## src/rtl/riscv_pkg.sv

```systemverilog
// Shared definitions for the memory stage: opcodes, load/store funct3 codes,
// FSM state type and access-size helpers.
package riscv_pkg;

  localparam logic [6:0] OPC_LOAD  = 7'b0000011;
  localparam logic [6:0] OPC_STORE = 7'b0100011;

  localparam logic [2:0] F3_B  = 3'd0;
  localparam logic [2:0] F3_H  = 3'd1;
  localparam logic [2:0] F3_W  = 3'd2;
  localparam logic [2:0] F3_D  = 3'd3;
  localparam logic [2:0] F3_BU = 3'd4;
  localparam logic [2:0] F3_HU = 3'd5;
  localparam logic [2:0] F3_WU = 3'd6;

  typedef enum logic [1:0] {
    IDLE   = 2'd0,
    ACCESS = 2'd1,
    DONE   = 2'd2
  } mem_state_e;

  // funct3[1:0] encodes the access size for both loads and stores
  function automatic logic [7:0] size_be(input logic [1:0] sz);
    case (sz)
      2'd0:    return 8'h01;
      2'd1:    return 8'h03;
      2'd2:    return 8'h0F;
      default: return 8'hFF;
    endcase
  endfunction

  function automatic logic [2:0] align_mask(input logic [1:0] sz);
    case (sz)
      2'd0:    return 3'b000;
      2'd1:    return 3'b001;
      2'd2:    return 3'b011;
      default: return 3'b111;
    endcase
  endfunction

endpackage

```

## src/rtl/memory_stage_if.sv

```systemverilog
// Data-memory request/response bus between the memory stage (master)
// and the data memory (slave).
interface memory_stage_if;

  logic        DMEM_REQ;
  logic        DMEM_WE;
  logic [63:0] DMEM_ADDR;
  logic [63:0] DMEM_WDATA;
  logic [7:0]  DMEM_BE;
  logic [63:0] DMEM_RDATA;
  logic        DMEM_ACK;

  modport master (
    output DMEM_REQ, DMEM_WE, DMEM_ADDR, DMEM_WDATA, DMEM_BE,
    input  DMEM_RDATA, DMEM_ACK
  );

  modport slave (
    input  DMEM_REQ, DMEM_WE, DMEM_ADDR, DMEM_WDATA, DMEM_BE,
    output DMEM_RDATA, DMEM_ACK
  );

endinterface

```

## src/rtl/load_align.sv

```systemverilog
// Picks the loaded lane out of a 64-bit memory word at the byte offset and
// sign- or zero-extends it according to the load funct3.
module load_align
  import riscv_pkg::*;
(
  input  logic [63:0] rdata,
  input  logic [2:0]  offset,
  input  logic [2:0]  funct3,
  output logic [63:0] data
);

  logic [63:0] lane;

  assign lane = rdata >> {offset, 3'b000};

  always_comb begin
    data = '0;
    case (funct3)
      F3_B:    data = {{56{lane[7]}},  lane[7:0]};
      F3_H:    data = {{48{lane[15]}}, lane[15:0]};
      F3_W:    data = {{32{lane[31]}}, lane[31:0]};
      F3_D:    data = lane;
      F3_BU:   data = {56'd0, lane[7:0]};
      F3_HU:   data = {48'd0, lane[15:0]};
      F3_WU:   data = {32'd0, lane[31:0]};
      default: data = '0;
    endcase
  end

endmodule

```

## src/rtl/memory_stage.sv

```systemverilog
// Pipeline memory stage: issues aligned loads/stores on the data-memory bus,
// stalls execute until the access completes, and registers the writeback bundle.
//
// state  | meaning
// IDLE   | accept next instruction; pass-through or start an access
// ACCESS | request held on the bus, waiting for DMEM_ACK
// DONE   | load data captured; writeback latched at the next edge
module memory_stage
  import riscv_pkg::*;
(
  input  logic        clk,
  input  logic        RESET,
  input  logic        MEM_V,
  input  logic        MEM_ECALL,
  input  logic [31:0] MEM_IR,
  input  logic [63:0] MEM_NPC,
  input  logic [63:0] MEM_ALU_RESULT,
  input  logic [63:0] MEM_SR2,
  input  logic [63:0] MEM_CSRFD,
  input  logic [63:0] MEM_RFD,
  output logic        MEM_STALL,
  memory_stage_if.master dmem,
  output logic        WB_V,
  output logic        WB_ECALL,
  output logic        WB_MISALIGN,
  output logic [31:0] WB_IR,
  output logic [63:0] WB_NPC,
  output logic [63:0] WB_ALU_RESULT,
  output logic [63:0] WB_MEM_DATA,
  output logic [63:0] WB_CSRFD,
  output logic [63:0] WB_RFD
);

  mem_state_e  state_q, state_d;

  logic [6:0]  opcode;
  logic [2:0]  funct3;
  logic [2:0]  offset;
  logic        is_load, is_store, mem_op, misalign;
  logic        stall, start, ack_take, wb_v_d, wb_mis_d;
  logic [63:0] sr2_m, st_wdata, ld_aligned, ld_data_q;
  logic [7:0]  acc_be;

  assign opcode   = MEM_IR[6:0];
  assign funct3   = MEM_IR[14:12];
  assign offset   = MEM_ALU_RESULT[2:0];

  // Undefined funct3 codes fall out here and are treated as pass-through
  assign is_load  = MEM_V && (opcode == OPC_LOAD) && (funct3 != 3'd7);
  assign is_store = MEM_V && (opcode == OPC_STORE) && !funct3[2];
  assign mem_op   = is_load || is_store;
  assign misalign = (offset & align_mask(funct3[1:0])) != 3'b000;

  always_comb begin
    sr2_m = '0;
    case (funct3[1:0])
      2'd0:    sr2_m = {56'd0, MEM_SR2[7:0]};
      2'd1:    sr2_m = {48'd0, MEM_SR2[15:0]};
      2'd2:    sr2_m = {32'd0, MEM_SR2[31:0]};
      default: sr2_m = MEM_SR2;
    endcase
  end

  assign st_wdata = sr2_m << {offset, 3'b000};
  assign acc_be   = size_be(funct3[1:0]) << offset;

  load_align u_load_align (
    .rdata  (dmem.DMEM_RDATA),
    .offset (offset),
    .funct3 (funct3),
    .data   (ld_aligned)
  );

  always_ff @(posedge clk or posedge RESET) begin
    if (RESET) state_q <= IDLE;
    else       state_q <= state_d;
  end

  always_comb begin
    state_d  = state_q;
    stall    = 1'b0;
    start    = 1'b0;
    ack_take = 1'b0;
    wb_v_d   = 1'b0;
    wb_mis_d = 1'b0;
    case (state_q)
      IDLE: begin
        if (mem_op && !misalign) begin
          stall   = 1'b1;
          start   = 1'b1;
          state_d = ACCESS;
        end else begin
          wb_v_d   = MEM_V;
          wb_mis_d = mem_op;
        end
      end
      ACCESS: begin
        stall = 1'b1;
        if (dmem.DMEM_ACK) begin
          ack_take = 1'b1;
          state_d  = DONE;
        end
      end
      DONE: begin
        wb_v_d  = 1'b1;
        state_d = IDLE;
      end
      default: state_d = IDLE;
    endcase
  end

  // Gated so that reset forces the stall low even with a memory op on the inputs
  assign MEM_STALL = stall && !RESET;

  always_ff @(posedge clk or posedge RESET) begin
    if (RESET) begin
      dmem.DMEM_REQ   <= 1'b0;
      dmem.DMEM_WE    <= 1'b0;
      dmem.DMEM_ADDR  <= '0;
      dmem.DMEM_WDATA <= '0;
      dmem.DMEM_BE    <= '0;
    end else if (start) begin
      dmem.DMEM_REQ   <= 1'b1;
      dmem.DMEM_WE    <= is_store;
      dmem.DMEM_ADDR  <= {MEM_ALU_RESULT[63:3], 3'b000};
      dmem.DMEM_WDATA <= is_store ? st_wdata : 64'd0;
      dmem.DMEM_BE    <= acc_be;
    end else if (ack_take) begin
      dmem.DMEM_REQ   <= 1'b0;
    end
  end

  always_ff @(posedge clk or posedge RESET) begin
    if (RESET)         ld_data_q <= '0;
    else if (ack_take) ld_data_q <= is_load ? ld_aligned : 64'd0;
  end

  always_ff @(posedge clk or posedge RESET) begin
    if (RESET) begin
      WB_V          <= 1'b0;
      WB_ECALL      <= 1'b0;
      WB_MISALIGN   <= 1'b0;
      WB_IR         <= '0;
      WB_NPC        <= '0;
      WB_ALU_RESULT <= '0;
      WB_MEM_DATA   <= '0;
      WB_CSRFD      <= '0;
      WB_RFD        <= '0;
    end else begin
      WB_V          <= wb_v_d;
      WB_ECALL      <= MEM_ECALL;
      WB_MISALIGN   <= wb_mis_d;
      WB_IR         <= MEM_IR;
      WB_NPC        <= MEM_NPC;
      WB_ALU_RESULT <= MEM_ALU_RESULT;
      WB_MEM_DATA   <= (state_q == DONE) ? ld_data_q : 64'd0;
      WB_CSRFD      <= MEM_CSRFD;
      WB_RFD        <= MEM_RFD;
    end
  end

endmodule

```

## src/flat_wrapper.sv

```systemverilog
// flat-port wrapper written by rule: the top's interface ports become plain ports
module memory_stage_flat import riscv_pkg::*;
  (clk, RESET, MEM_V, MEM_ECALL, MEM_IR, MEM_NPC, MEM_ALU_RESULT, MEM_SR2, MEM_CSRFD, MEM_RFD, MEM_STALL, WB_V, WB_ECALL, WB_MISALIGN, WB_IR, WB_NPC, WB_ALU_RESULT, WB_MEM_DATA, WB_CSRFD, WB_RFD, dmem_DMEM_REQ, dmem_DMEM_WE, dmem_DMEM_ADDR, dmem_DMEM_WDATA, dmem_DMEM_BE, dmem_DMEM_RDATA, dmem_DMEM_ACK);
  memory_stage_if dmem_i ();
  input  logic clk;
  input  logic RESET;
  input  logic MEM_V;
  input  logic MEM_ECALL;
  input  logic [31:0] MEM_IR;
  input  logic [63:0] MEM_NPC;
  input  logic [63:0] MEM_ALU_RESULT;
  input  logic [63:0] MEM_SR2;
  input  logic [63:0] MEM_CSRFD;
  input  logic [63:0] MEM_RFD;
  output logic MEM_STALL;
  output logic WB_V;
  output logic WB_ECALL;
  output logic WB_MISALIGN;
  output logic [31:0] WB_IR;
  output logic [63:0] WB_NPC;
  output logic [63:0] WB_ALU_RESULT;
  output logic [63:0] WB_MEM_DATA;
  output logic [63:0] WB_CSRFD;
  output logic [63:0] WB_RFD;
  output wire logic [$bits(dmem_i.DMEM_REQ)-1:0] dmem_DMEM_REQ;
  output wire logic [$bits(dmem_i.DMEM_WE)-1:0] dmem_DMEM_WE;
  output wire logic [$bits(dmem_i.DMEM_ADDR)-1:0] dmem_DMEM_ADDR;
  output wire logic [$bits(dmem_i.DMEM_WDATA)-1:0] dmem_DMEM_WDATA;
  output wire logic [$bits(dmem_i.DMEM_BE)-1:0] dmem_DMEM_BE;
  input wire logic [$bits(dmem_i.DMEM_RDATA)-1:0] dmem_DMEM_RDATA;
  input wire logic [$bits(dmem_i.DMEM_ACK)-1:0] dmem_DMEM_ACK;
  assign dmem_DMEM_REQ = dmem_i.DMEM_REQ;
  assign dmem_DMEM_WE = dmem_i.DMEM_WE;
  assign dmem_DMEM_ADDR = dmem_i.DMEM_ADDR;
  assign dmem_DMEM_WDATA = dmem_i.DMEM_WDATA;
  assign dmem_DMEM_BE = dmem_i.DMEM_BE;
  assign dmem_i.DMEM_RDATA = dmem_DMEM_RDATA;
  assign dmem_i.DMEM_ACK = dmem_DMEM_ACK;
  memory_stage u_core (.clk(clk), .RESET(RESET), .MEM_V(MEM_V), .MEM_ECALL(MEM_ECALL), .MEM_IR(MEM_IR), .MEM_NPC(MEM_NPC), .MEM_ALU_RESULT(MEM_ALU_RESULT), .MEM_SR2(MEM_SR2), .MEM_CSRFD(MEM_CSRFD), .MEM_RFD(MEM_RFD), .MEM_STALL(MEM_STALL), .dmem(dmem_i), .WB_V(WB_V), .WB_ECALL(WB_ECALL), .WB_MISALIGN(WB_MISALIGN), .WB_IR(WB_IR), .WB_NPC(WB_NPC), .WB_ALU_RESULT(WB_ALU_RESULT), .WB_MEM_DATA(WB_MEM_DATA), .WB_CSRFD(WB_CSRFD), .WB_RFD(WB_RFD));
endmodule
```

## config.mk

```make
export PLATFORM = sky130hd
export DESIGN_NAME = memory_stage_flat
export DESIGN_NICKNAME = d
export VERILOG_FILES = /design/src/rtl/riscv_pkg.sv /design/src/rtl/memory_stage_if.sv /design/src/rtl/load_align.sv /design/src/rtl/memory_stage.sv /design/src/flat_wrapper.sv
export SDC_FILE = /design/constraint.sdc
export NUM_CORES = 1
export LEC_CHECK = 0
export ABC_AREA = 0
export CAP_MARGIN = 20
export CORE_AREA = 5 5 348 350
export CTS_BUF_LIST = sky130_fd_sc_hd__clkbuf_4
export CTS_CLUSTER_DIAMETER = 50
export DETAILED_ROUTE_END_ITERATION = 7
export DIE_AREA = 0 0 353 355
export PLACE_DENSITY = 0.5
export SLEW_MARGIN = 20
export SYNTH_ARGS = -nofsm -noshare
export SYNTH_HDL_FRONTEND = slang
export SYNTH_SLANG_ARGS = --single-unit
```

## constraint.sdc

```tcl
create_clock -name clk -period 22 [get_ports clk]
set_input_delay 2.2 -clock clk [delete_from_list [all_inputs] [get_ports clk]]
set_output_delay 2.2 -clock clk [all_outputs]
set_load 0.02 [all_outputs]
```

# [Word-level counts from Yosys, hierarchy flattened]
# Cells that the tools add are included.
[totals] regBits=556 inputBits=421 out_inout_bits=494 elab_cells=72
[op_classes] n_eq_ne=15 shift=3 n_mux=21 bitwise=1 reduce_logical=16
[op_table] operator="$pmux W64 S7" n=1
[op_table] operator="$mux W64" n=3
[op_table] operator="$pmux W64 S3" n=1
[op_table] operator="$shl A64 B6 Y64" n=1
[op_table] operator="$shr A64 B6 Y64" n=1
[op_table] operator="$pmux W8 S3" n=1
[op_table] operator="$eq A3 B3 Y1 const B" n=3
[op_table] operator="$mux W1" n=9
[op_table] operator="$pmux W3 S3" n=1
[op_table] operator="$shl A8 B3 Y8" n=1
[op_table] operator="$eq A7 B2 Y1 const B" n=1
[op_table] operator="$eq A7 B6 Y1 const B" n=1
[op_table] operator="$eq A3 B2 Y1 const B" n=2
[op_table] operator="$logic_and A1 B1 Y1" n=6
[op_table] operator="$eq A2 B1 Y1 const B" n=2
[op_table] operator="$eq A2 B2 Y1 const B" n=2
[op_table] operator="$logic_not A2 Y1" n=2
[op_table] operator="$mux W2" n=2
[op_table] operator="$pmux W1 S2" n=2
[op_table] operator="$pmux W2 S2" n=1
[op_table] operator="$and A3 B3 Y3" n=1
[op_table] operator="$eq A3 B1 Y1 const B" n=1
[op_table] operator="$logic_not A1 Y1" n=3
[op_table] operator="$logic_not A3 Y1" n=1
[op_table] operator="other kinds (7)" n=7

# [Logic depth before layout (Yosys ltp)]
# Gate-level depths: netlist (run 1).
[depth] depth_word=9 mapped_depth=10 mapped_depth_nobuf=5

# [Modules after synthesis]
# Synthesis (run 1) repeated with hierarchy kept, for this count alone.
[hier_totals] cells_unflattened=1457 hier_area_um2=20877.5
[modules_own_cells] mod="memory_stage" instances=1 cells_per_inst=1168 area_each_um2=18343.8
[modules_own_cells] mod="load_align" instances=1 cells_per_inst=289 area_each_um2=2533.7

# [Worst setup path after synthesis (run 1)]
# Ideal clock, no wire load.
[synth_path] kind="input -> output" startpoint="input port MEM_IR[3]" endpoint="output port MEM_STALL" t_arrival_ns=3.465 path_slack_ns=16.335 path_stages=5 path_buffers=1 path_cell_list="nor4_1 > and2_1 > buf_2 > a31oi_1 > nor3_1"
[synth_between] elab_chain_len=8 elab_cells_between_ends=11
[synth_lines] element="from (decl)" line_no="flat_wrapper.sv:9" text="input logic [31:0] MEM_IR;"
[synth_lines] element="$eq A7 B2 Y1 or $eq A7 B6 Y1 (tied branches)" line_no="memory_stage.sv:49, memory_stage.sv:50"
[synth_lines] element="$logic_and A1 B1 Y1 (on tied branches) (2 in series)" line_no="memory_stage.sv:49, memory_stage.sv:50"
[synth_lines] element="$logic_or A1 B1 Y1 *" line_no="memory_stage.sv:51" text="assign mem_op = is_load || is_store;"
[synth_lines] element="$logic_and A1 B1 Y1 *" line_no="memory_stage.sv:88" text="if (mem_op && !misalign) begin"
[synth_lines] element="$mux W1 *" line_no="memory_stage.sv:88"
[synth_lines] element="$pmux W1 S2 *" line_no="memory_stage.sv:86" text="case (state_q)"
[synth_lines] element="$logic_and A1 B1 Y1 *" line_no="memory_stage.sv:113" text="assign MEM_STALL = stall && !RESET;"
[synth_lines] element="to (decl)" line_no="flat_wrapper.sv:15" text="output logic MEM_STALL;"
# Every way passes the cells marked *; elsewhere a longest branch is shown, timed or not.

# [Worst setup path after layout (run 1)]
[layout_path] startpoint="input port MEM_IR[12]" endpoint="output port MEM_STALL"
[layout_between] elab_chain_len=9 elab_cells_between_ends=14
[layout_lines] element="$eq A2 B2 Y1 (tied with other cells)" line_no="riscv_pkg.sv:33" text="case (sz)"
[layout_lines] element="$pmux W3 S3" line_no="riscv_pkg.sv:33"
[layout_lines] element="$and A3 B3 Y3" line_no="memory_stage.sv:52" text="assign misalign = (offset & align_mask(funct3[1:0])) != 3'b000;"
[layout_lines] element="$reduce_bool A3 Y1" line_no="memory_stage.sv:52"
[layout_lines] element="$logic_not A1 Y1" line_no="memory_stage.sv:88"
[layout_lines] element="$logic_and A1 B1 Y1 *" line_no="memory_stage.sv:88"
[layout_lines] element="$mux W1 *" line_no="memory_stage.sv:88"
[layout_lines] element="$pmux W1 S2 *" line_no="memory_stage.sv:86"
[layout_lines] element="$logic_and A1 B1 Y1 *" line_no="memory_stage.sv:113"
# Marked as above.

==> impl_metrics.py, run 1 <==
metrics = {
    "outcome": {
        "status": "completed",
    },
    "place": {
        "routabilityCongestion": 0.886,
        "hpwl_um": 86100,
        "portBuffers": 911,
        "numPlacedInstances": 4004,
    },
    "sta": {
        "slew_headroom": 0.192,
        "fin_crit_period_ns": 7.50,
        "fin_skew_ns": 0.0739,
        "setup_tns_ns": 0,
        "setup_viol_count_final": 0,
        "grt_setup_unrepaired": "no",
        "maxSlewViolCount": 0,
        "hold_slack_ns": 0.464,
        "period_share": 0.341,
        "timing_worst_slew_pin_value_ns": 1.21,
        "timing.fmax_mhz": 133,
        "hold_viol_final": 0,
    },
    "flow_run": {
        "maxCapViolCount": 0,
    },
    "synth": {
        "ys.flop_type": "dfrtp_1",
        "asyncSetResetFlopFracSynth": 1.00,
        "synth.avg_cell_area_um2": 12.4,
        "synth_enable_flop_cells": 0,
        "synthDistinctLibCells": 60,
        "synthTopCellsByArea": "dfrtp_1 (68%), nand2_1 (5.9%), mux2_2 (3.0%), mux2i_1 (2.6%), and2_1 (2.2%)",
        "synth.cell_area_mm2": 0.0204,
        "yosysTopAreaCell": "dfrtp_1",
        "yosysWarningCount": 0,
        "synth-seq-cells": 556,
        "synth_top_area_share": 0.681,
        "sequential_cell_area_fraction_in_the_yosys_report": 0.681,
        "syn_inst": 1646,
    },
    "critical_path": {
        "critPathMaxFanout": 28,
        "timing.reg2reg.setup_slack_ns": 19.08,
        "critical_path_required_ns": 19.80,
        "worst_path_largest_cell_delay_ns": 0.64,
        "path_common_cell": "clkdlybuf4s50_1",
        "crit_type": "in2out",
        "worst_path_max_delay_cell": "a31oi_1",
        "startpoint_type": "input port",
        "arrival_time_of_the_worst_setup_path_ns": 5.30,
        "crit_path_cell_trace": "clkdlybuf4s50_1 -> buf_4 -> and2_1 -> o21ai_0 -> a31oi_1 -> nor3_1 -> clkdlybuf4s50_1",
        "cp-end-kind": "output pin",
    },
    "clock_tree": {
        "cts_root_buf": "clkbuf_4",
        "cts.reportedPaths.clkPinSlew_ns": 0.06,
        "postCtsSetupRepairBufs": 0,
        "tritoncts": "yes",
        "cts_htree_levels": 4,
        "cts-root-to-sink-buffers": 3,
        "clkLatencyLatePin_ns": 1.12,
        "number_of_cts_inserted_buffers": 168,
        "holdBufCountCts": 0,
        "cts_resized": 0,
        "tritoncts_num_sinks": 556,
    },
    "final_layout": {
        "commonest_non_fill_non_tap_cell_in_the_layout": "clkdlybuf4s50_1",
        "fin_nets": 3060,
        "fillers": 12300,
        "seq_area_mm2": 0.0139,
        "multi_input_comb_area_mm2": 0.00599,
        "area_growth_pct": 63.6,
        "final_layout_size_suffix_gt1_frac": 0.140,
        "layout.cells.non_filler": 4311,
        "layout_common_cells": "clkdlybuf4s50_1 (907), dfrtp_1 (556), nand2_1 (323), clkbuf_4 (251), and2_1 (73)",
    },
    "floorplanning": {
        "initial_core_util": 0.174,
        "die_area_mm2": 0.125,
        "dieHeight_um": 355,
        "row_count": 126,
        "die_w_um": 353,
        "ioPinCount": 915,
        "placeableCoreArea_mm2": 0.117,
    },
    "routing": {
        "ant_nets": 0,
        "routed_vias": 17700,
        "detail_route.vias_per_cell": 4.10,
        "drc": 0,
        "route.detailed.wl_per_inst_um": 25.8,
        "firstDrtPassIters": 5,
        "drt_iter0_markers": 1219,
        "routed_wl_um": 111000,
    },
    "global_route": {
        "grt_use_total": 0.172,
        "grt_start_max_net_pins": 164,
        "vias_in_the_first_global_route": 18300,
        "global_route_wire_length_before_repair_um": 152000,
        "grt_antenna_before_repair": 25,
        "globalRouteOverflowTotal": 0,
    },
    "pwr": {
        "vdd.ir_drop.worst_mv": 0.0447,
        "pwr_density_cell_mw_per_mm2": 73.7,
        "post_route_total_power_mw": 2.46,
        "power.leakage_nw": 14.6,
    },
    "hold_path": {
        "worst_hold_path_type": "reg2reg",
    },
}
[Yosys cell counts, drive strengths merged (2+ instances only)]
cell type    n
a22oi       44
o21a         3
and2        73
buf         47
nor2        45
nor2b       18
nand4b       3
nand4        4
a31oi       14
o32a         2
a22o        41
a32o         6
nand3b       4
o221ai       3
o221a        4
a21oi       65
and3         3
dfrtp      556
mux2        55
inv          5
o22ai       14
nand2b       8
and4         2
o31ai       13
nor4         5
o211ai      16
mux4         8
nand3       16
o2bb2ai      5
a211oi      21
mux2i       53
a221o        2
a221oi       2
o21ai       65
nand2      323
a21o         2
clkbuf      69
clkinv       2
nor3        14
[layout make-up]
| class | instances | share of cell area |
|---|---|---|
| well taps | 1536 | 0.0575 |
| flip-flops and latches | 556 | 0.417 |
| diodes | 8 | 0.000599 |
| clock inverters | 47 | 0.00899 |
| multi-input cells | 969 | 0.179 |
| inverters | 7 | 0.00101 |
| repair buffers | 937 | 0.280 |
| clock buffers | 251 | 0.0564 |
[cell families after synthesis]
logic type,after synthesis,share of synthesized area
buffers and inverters,123,0.0276
AOI/OAI and AO/OA,327,0.109
other,1,0.000184
DFF,556,0.681
muxes,116,0.0651
and+or+nand+nor,523,0.117
[metal layers]
metal,track usage,vias up,share of wire
met5,0,-,0.0015
met4,0.0530,26,0.025
met3,0.0817,190,0.11
met2,0.281,870,0.47
met1,0.201,8798,0.39
li1,-,7799,-
[power breakdown]
part	internal, mW	switching (mW)
registers	1.06	0.0137
clock network	0.538	0.500
logic	0.161	0.191
[stage by stage]
step                      instance area, um^2   util  setup slack (ns)
after global placement                  31200  0.265             14.25
after CTS                               33300  0.284             14.16
after global routing                    33400  0.284             14.35
after detailed placement                31200  0.265             14.17
after floorplan                         20400      -              4.25
final                                   33400  0.284             14.50
[state kept, by name, indices dropped and copies added (netlist names)]
name	flops
u_core.dmem.DMEM_WE	1
u_core.WB_ALU_RESULT	64
u_core.WB_MEM_DATA	64
u_core.WB_NPC	64
u_core.dmem.DMEM_WDATA	64
u_core.state_q	2
u_core.WB_V	1
u_core.WB_IR	32
u_core.WB_MISALIGN	1
u_core.WB_CSRFD	64
u_core.dmem.DMEM_ADDR	61
u_core.dmem.DMEM_BE	8
u_core.dmem.DMEM_REQ	1
u_core.WB_RFD	64
u_core.WB_ECALL	1
u_core.ld_data_q	64
[worst paths after layout]
path / from / to / depth (start not counted)
setup / recovery: MEM_IR[12] / MEM_STALL / 7
hold / removal: u_core.dmem.DMEM_ADDR[14] / u_core.dmem.DMEM_ADDR[14] / 2
max in group asynchronous: RESET / u_core.WB_MEM_DATA[7] / 4
hold reg to reg: u_core.dmem.DMEM_ADDR[14] / u_core.dmem.DMEM_ADDR[14] / 2
min in group asynchronous: RESET / u_core.dmem.DMEM_ADDR[51] / 2
setup reg to reg: u_core.state_q[1] / u_core.dmem.DMEM_ADDR[43] / 6
[worst max-delay path, delay by kind of cell]
kind,cells,cell delay [ns]
AO/OA/AOI/OAI,2,0.93
AND/OR/NAND/NOR,2,0.77
buffers and inverters,3,1.38
(Power assumes the default switching activity.)
==> run 2, diff against run 1 <==
Settings changed: CORE_AREA 5 5 348 350 to 5 5 353 355, DIE_AREA 0 0 353 355 to 0 0 358 360, PLACE_DENSITY 0.5 to 0.51.
Clock period 22 ns to 6.2 ns, I/O delays scaled along.
==> impl_metrics.py, run 2 (synthesis results as in run 1) <==
metrics = {
    "routing": {
        "detail_route.vias_per_cell": 3.96,
        "drt_iter0_markers": 1294,
        "route.detailed.wl_per_inst_um": 23.0,
        "drc": 0,
        "ant_nets": 0,
        "firstDrtPassIters": 6,
        "routed_wl_um": 108000,
        "routed_vias": 18600,
    },
    "clock_tree": {
        "cts_resized": 0,
        "postCtsSetupRepairBufs": 0,
        "clkLatencyLatePin_ns": 1.12,
        "number_of_cts_inserted_buffers": 168,
        "cts.reportedPaths.clkPinSlew_ns": 0.06,
        "cts-root-to-sink-buffers": 3,
        "holdBufCountCts": 291,
        "cts_root_buf": "clkbuf_4",
        "tritoncts": "yes",
        "cts_htree_levels": 4,
        "tritoncts_num_sinks": 556,
    },
    "global_route": {
        "grt_antenna_before_repair": 23,
        "global_route_wire_length_before_repair_um": 150000,
        "globalRouteOverflowTotal": 0,
        "grt_start_max_net_pins": 162,
        "grt_use_total": 0.162,
        "vias_in_the_first_global_route": 19700,
    },
    "sta": {
        "setup_tns_ns": 0,
        "fin_crit_period_ns": 4.89,
        "slew_headroom": 0.200,
        "grt_setup_unrepaired": "no",
        "timing.fmax_mhz": 205,
        "timing_worst_slew_pin_value_ns": 1.20,
        "fin_skew_ns": 0.0734,
        "timing.final.ws_setup_ns": 1.31,
        "period_share": 0.789,
        "hold_viol_final": 0,
        "maxSlewViolCount": 0,
        "setup_viol_count_final": 0,
    },
    "critical_path": {
        "arrival_time_of_the_worst_setup_path_ns": 4.27,
        "critical_path_required_ns": 5.58,
        "worst_r2r_endpoint": "u_core.dmem.DMEM_WDATA[31]",
        "reg2regPathDepth": 4,
        "startpoint_type": "input port",
        "crit_type": "in2out",
        "critPathMaxFanout": 10,
        "timing.reg2reg.setup_slack_ns": 3.67,
        "cp-end-kind": "output pin",
        "r2r_start": "u_core.state_q[1]",
    },
    "pwr": {
        "pwr_density_cell_mw_per_mm2": 243,
        "post_route_total_power_mw": 8.84,
        "power.leakage_nw": 15.7,
        "vdd.ir_drop.worst_mv": 0.154,
    },
    "place": {
        "placement.cell_area_mm2": 0.0313,
        "routabilityCongestion": 0.850,
        "hpwl_um": 80600,
        "portBuffers": 911,
        "dpl_worst_slack_ns": 1.72,
    },
    "final_layout": {
        "final_layout_size_suffix_gt1_frac": 0.122,
        "layout_common_cells": "clkdlybuf4s50_1 (906), dfrtp_1 (556), nand2_1 (323), dlygate4sd3_1 (291), clkbuf_4 (233)",
        "fin_nets": 3351,
        "commonest_non_fill_non_tap_cell_in_the_layout": "clkdlybuf4s50_1",
        "area_growth_pct": 78.2,
        "layout.cell_area.non_filler_mm2": 0.0364,
    },
    "hold_path": {
        "hold_path_end": "u_core.WB_IR[2]",
        "worst_hold_path_type": "in2reg",
        "min-delay-start": "MEM_IR[2]",
        "hold_path_depth": 1,
    },
    "floorplanning": {
        "die_w_um": 358,
        "ioPinCount": 915,
        "row_count": 128,
        "dieHeight_um": 360,
        "placeableCoreArea_mm2": 0.121,
        "die_area_mm2": 0.129,
        "initial_core_util": 0.169,
    },
    "outcome": {
        "status": "completed",
    },
    "flow_run": {
        "maxCapViolCount": 0,
    },
}
## run 2: stage by stage
step / std cells / hold slack [ns] / utilization
2_1_floorplan: 1648 / 0.442 / -
3_3_place_gp: 4094 / 0.449 / 0.258
3_5_place_dp: 4094 / 0.454 / 0.258
4_1_cts: 4680 / 0.00437 / 0.300
5_1_grt: 4692 / 0.0439 / 0.300
6_report: 4702 / 0.210 / 0.300
## run 2: worst max-delay path by stage
stage	start	to	slack, ns	cells past startpoint
2_1_floorplan	RESET	u_core.WB_ALU_RESULT[0]	-1.99	1
3_3_place_gp	MEM_IR[2]	MEM_STALL	1.79	8
3_5_place_dp	MEM_IR[2]	MEM_STALL	1.72	8
4_1_cts	MEM_IR[3]	MEM_STALL	1.20	9
5_1_grt	MEM_IR[3]	MEM_STALL	1.13	9
6_report	MEM_IR[3]	MEM_STALL	1.31	9
## run 2: area by class of cell
cell class,instances,area [um^2]
Clock buffer,233,1750
Fill cell,12500,84700
Timing Repair Buffer,1228,12300
Tap cell,1625,2030
Antenna cell,22,55.1
Multi-Input combinational cell,969,5980
Sequential cell,556,13900
Clock inverter,62,369
Inverter,7,30.0
## run 2: routing by layer
metal  wire length (um)  part of all wire  track usage  vias up
met3               9750             0.090       0.0588      199
met2              52800              0.49        0.273      860
met4               3040             0.028       0.0583       18
li1                   -                 -            -     8387
met1              42600              0.39        0.189     9135
met5                118            0.0011            0        -
## run 2: power by group
group	leakage, nW	switching [mW]	internal, mW	total (mW)
combinational	7.39	0.708	0.690	1.40
clock	1.26	1.76	1.87	3.63
sequential	7.08	0.0476	3.76	3.80
## run 2: critical path, cell delays in order
cell and delay (ns):
dlygate4sd3_1 0.53, clkdlybuf4s50_1 0.51, nor4_2 0.81, buf_4 0.26, and2_1 0.33, a31oi_1 0.13, buf_4 0.20, nor3_1 0.20
clkdlybuf4s50_1 0.66
